[src/rtl/epmp_mdr_ctrl.sv]
// EPMP memory data register and bus-cycle controller.
// Runs byte/word read and write cycles on the 8-bit memory bus.
module epmp_mdr_ctrl #(
   parameter int WAIT_STATES = 2
) (
   input  logic        clk,
   input  logic        rst,
   input  logic [15:0] A,
   input  logic        rd_req,
   input  logic        wr_req,
   input  logic        word,
   input  logic [7:0]  IBL,
   input  logic [7:0]  IBH,
   output logic [15:0] mem_addr,
   output logic [7:0]  mem_dout,
   input  logic [7:0]  mem_din,
   output logic        mem_oe,
   output logic        mem_we,
   output logic        busy,
   output logic        done,
   output logic [7:0]  MDR_L,
   output logic [7:0]  MDR_H
);

   localparam logic [1:0] IDLE   = 2'd0;
   localparam logic [1:0] SETUP  = 2'd1;
   localparam logic [1:0] STROBE = 2'd2;
   localparam logic [1:0] DONE   = 2'd3;
   localparam logic [3:0] WS     = 4'(WAIT_STATES);

   logic [1:0]  state;
   logic        hi_sel;
   logic [3:0]  wcnt;
   logic        op_rd;
   logic        word_q;
   logic [15:0] a_q;
   logic [7:0]  ibl_q;
   logic [7:0]  ibh_q;

   assign busy = (state != IDLE);

   always_ff @(posedge clk) begin
      if (rst) begin
         state    <= IDLE;
         hi_sel   <= 1'b0;
         wcnt     <= 4'd0;
         op_rd    <= 1'b0;
         word_q   <= 1'b0;
         a_q      <= 16'd0;
         ibl_q    <= 8'd0;
         ibh_q    <= 8'd0;
         mem_addr <= 16'd0;
         mem_dout <= 8'd0;
         mem_oe   <= 1'b0;
         mem_we   <= 1'b0;
         done     <= 1'b0;
         MDR_L    <= 8'd0;
         MDR_H    <= 8'd0;
      end else begin
         case (state)
            IDLE: begin
               if (rd_req || wr_req) begin
                  op_rd    <= rd_req;
                  word_q   <= word;
                  a_q      <= A;
                  ibl_q    <= IBL;
                  ibh_q    <= IBH;
                  hi_sel   <= 1'b0;
                  mem_addr <= A;
                  if (!rd_req)
                     mem_dout <= IBL;
                  state    <= SETUP;
               end
            end
            SETUP: begin
               wcnt   <= WS;
               mem_oe <= op_rd;
               mem_we <= !op_rd;
               state  <= STROBE;
            end
            STROBE: begin
               if (wcnt != 4'd0) begin
                  wcnt <= wcnt - 4'd1;
               end else begin
                  mem_oe <= 1'b0;
                  mem_we <= 1'b0;
                  if (op_rd) begin
                     if (hi_sel) begin
                        MDR_H <= mem_din;
                     end else begin
                        MDR_L <= mem_din;
                        MDR_H <= 8'd0;
                     end
                  end
                  // Second byte goes back through SETUP so strobes drop across the address change
                  if (word_q && !hi_sel) begin
                     hi_sel   <= 1'b1;
                     mem_addr <= a_q + 16'd1;
                     if (!op_rd)
                        mem_dout <= ibh_q;
                     state    <= SETUP;
                  end else begin
                     done  <= 1'b1;
                     state <= DONE;
                  end
               end
            end
            DONE: begin
               done   <= 1'b0;
               hi_sel <= 1'b0;
               state  <= IDLE;
            end
            default: state <= IDLE;
         endcase
      end
   end

endmodule

[config.mk]
export PLATFORM = sky130hd
export DESIGN_NAME = epmp_mdr_ctrl
export DESIGN_NICKNAME = d
export VERILOG_FILES = /design/src/rtl/epmp_mdr_ctrl.sv
export SDC_FILE = /design/constraint.sdc
export NUM_CORES = 1
export LEC_CHECK = 0
export CORE_ASPECT_RATIO = 1.2
export CORE_MARGIN = 10
export CORE_UTILIZATION = 40
export CTS_CLUSTER_DIAMETER = 80
export DETAILED_ROUTE_END_ITERATION = 16
export MAX_ROUTING_LAYER = met4
export PLACE_DENSITY = 0.67
export SYNTH_ARGS = -nofsm -noshare
export SYNTH_HDL_FRONTEND = slang
export SYNTH_SLANG_ARGS = --single-unit
[constraint.sdc]
create_clock -name clk -period 2.3 [get_ports clk]
set_input_delay 0.69 -clock clk [delete_from_list [all_inputs] [get_ports clk]]
set_output_delay 0.69 -clock clk [all_outputs]
set_load 0.05 [all_outputs]
==> flow_summary.ini <==
[run_status]
status = finished clean

[grt]
grt_pass1_wl_mm = 17.0
grt_max_degree = 50
first_global_vias = 3385
antenna_found_initial = 0
grt_usage = 0.162
grt.overflow.total = 0

[routing]
viasPerCell = 5.33
drt-initial-drc-count = 165
drc = 0
vias = 3479
antenna_left = 0
finalWirelength_mm = 10.3
drt_first_pass_iters = 5
wl_per_cell_um = 15.7

[place]
portBuffers = 88
dpl.hpwl_mm = 7.40
dp.cells = 637
pre_cts_ws_ns = -0.261
place_area_um2 = 4640
gp_congestion = 0.798

[sta]
relSlewSlack = 0.604
fmax_ghz = 0.449
finalHoldViolCount = 0
fin_crit_sh = 0.967
fin_skew_ns = 0.0118
tightest_slew_ns = 0.595
rsz0062_at_grt = no
setup_ws_ns = 0.0751
post-route-min-period_ns = 2.22
hold-worst-slack_ns = 0.453
setup_viol = 0
drv_slew = 0
finalSetupTns_ns = 0

[critical_path]
crit_buf_inv = 1
path_cells = clkdlybuf4s50_1
crit_required_ns = 1.61
cp_max_fo = 2
cp.arrival_ns = 1.53
path_class = reg2out
max_stage_delay_ns = 0.85
cp_top_family = buffers and inverters
critPathCaptureType = output port
r2r_slack_ns = 0.30
cp_slowest_cell = clkdlybuf4s50_1
critPathLaunchType = flip-flop

[pwr]
intPower_mw = 2.61
powerDensity_nw_per_um2 = 824
ir_drop_v = 0.000385
clkPwrFrac = 0.289
leakagePower_nw = 1.71
power.net_switching_mw = 1.40
netSwitchingFraction = 0.349
comb_power_share = 0.318
power.share.sequential = 0.394

[yosys]
synth_compound_area_frac = 0.197
synth.top_cells.by_area = dfxtp_1 (43%), nand2_1 (9.2%), a21oi_1 (8.1%)
ys_warn_count = 0
synth_cell_types = 54
synth.largest_area_cell = dfxtp_1
synth.top_cell.area_share = 0.427
synth-simple-area-share = 0.273
synth_commonest_cells = nand2_1 (87), dfxtp_1 (76), a21oi_1 (58), nor2_1 (27), clkbuf_1 (19)
synth_ff_type = dfxtp_1
ys_seq_area_frac = 0.427
yosysMostFrequentCell = nand2_1
synth_edf_count = 0
synth_mux_area_frac = 0.0281
syn-num-nets = 493
synth_cells = 445
synthArstFlopShare = 0
synth-xor-area-share = 0.0172
yosys_register_bits = 76
synth_top_family_by_area = simple AND/OR/NAND/NOR gates
syn_avg_cell_area_um2 = 8.00
synth_fa_ha_area_frac = 0.0105
synth_area_um2 = 3560

[clock_tree]
clkTransAtPathRegs_ns = 0.08
clock_latency_ns = 0.36
cts_tree = built
root_buffer = clkbuf_8
cts_hold_buf = 0
cts_num_sinks = 76
htree_levels = 3
cts_buffers = 9
clk_path_buf_depth = 2

[worst_hold_path]
hold_path.class = reg2reg

[floorplan]
start_util = 0.411
num_io_pins = 89
fp.coreArea_um2 = 8660
die_h_um = 123
dieArea_um2 = 13100
rows = 37
die_w_um = 106

[final_layout]
antenna_cells = 0
instances_no_fill = 653
stdcell_area_um2 = 4870
drive_gt1_frac = 0.0896
syn_to_final_growth_pct = 36.8
nNetsFinal = 579

[run]
maxCapViolations = 0
-- what timing repair did --
item / in CTS / in global routing
gates resized for setup: 0 / 1
buffers inserted: 0 / 0
setup endpoints to repair: 0 / 12
-- cell type report --
type,instances,area (um2)
sequential,76,1520
timing repair buffer,107,1070
fill,816,3780
clock buffer,11,141
inverter,9,33.8
clock inverter,5,83.8
multi-input combinational,328,1880
tap,117,146
-- metal layers --
metal  share of wire  vias to the layer above  global-route usage
met1            0.41                     1622               0.182
li1                -                     1743                   -
met5               0                        -                   -
met3           0.075                       12              0.0479
met2            0.50                      102               0.269
met4           0.013                        0              0.0585
-- cells by family (layout without fill, tap and decap cells) --
group,after synthesis,count (layout)
simple gates,197,197
fa+ha+maj,3,3
flops,76,76
xor+xnor,7,7
mux,9,9
compound gates,112,112
buf+inv,41,132
-- cell usage in the layout, fill, tap and decap left out, drive strengths merged, types with 11 or more instances in the layout --
| cell | synthesis | layout |
|---|---|---|
| nand2 | 87 | 87 |
| clkdlybuf4s50 | 0 | 86 |
| dfxtp | 76 | 76 |
| a21oi | 58 | 58 |
| nor2 | 28 | 28 |
| buf | 12 | 21 |
| o21ai | 16 | 16 |
| nand2b | 14 | 14 |
| nand3 | 12 | 12 |
| nor3 | 12 | 12 |
| clkbuf | 20 | 11 |
-- state kept, by name, summed over array words and instances (netlist names) --
register and flops:
op_rd 1, mem_oe 1, MDR_L 8, wcnt 4, hi_sel 1, done 1
mem_we 1, mem_addr 16, MDR_H 8, ibh_q 8, state 2, word_q 1
mem_dout 8, a_q 16
-- through the flow --
step	total power [mW]	util
detailed placement	2.89	0.536
finish	4.01	0.563
global placement	2.87	0.536
floorplan	2.41	-
CTS	4.05	0.563
global route	4.22	0.563
-- power groups by stage --
stage	clock network (mW)	registers, mW	logic [mW]
after floorplan	0	1.86	0.550
after global placement	0	1.60	1.26
after detailed placement	0	1.61	1.28
after CTS	1.18	1.58	1.28
after global routing	1.23	1.61	1.38
final	1.16	1.58	1.27
-- final timing paths --
check / startpoint / to / cells past startpoint
setup / recovery: done / done / 1
hold / removal: MDR_H[3] / MDR_H[3] / 2
hold reg to reg: MDR_H[3] / MDR_H[3] / 2
setup reg to reg: wcnt[0] / mem_addr[13] / 6
Power figures use the tool's default switching activity.
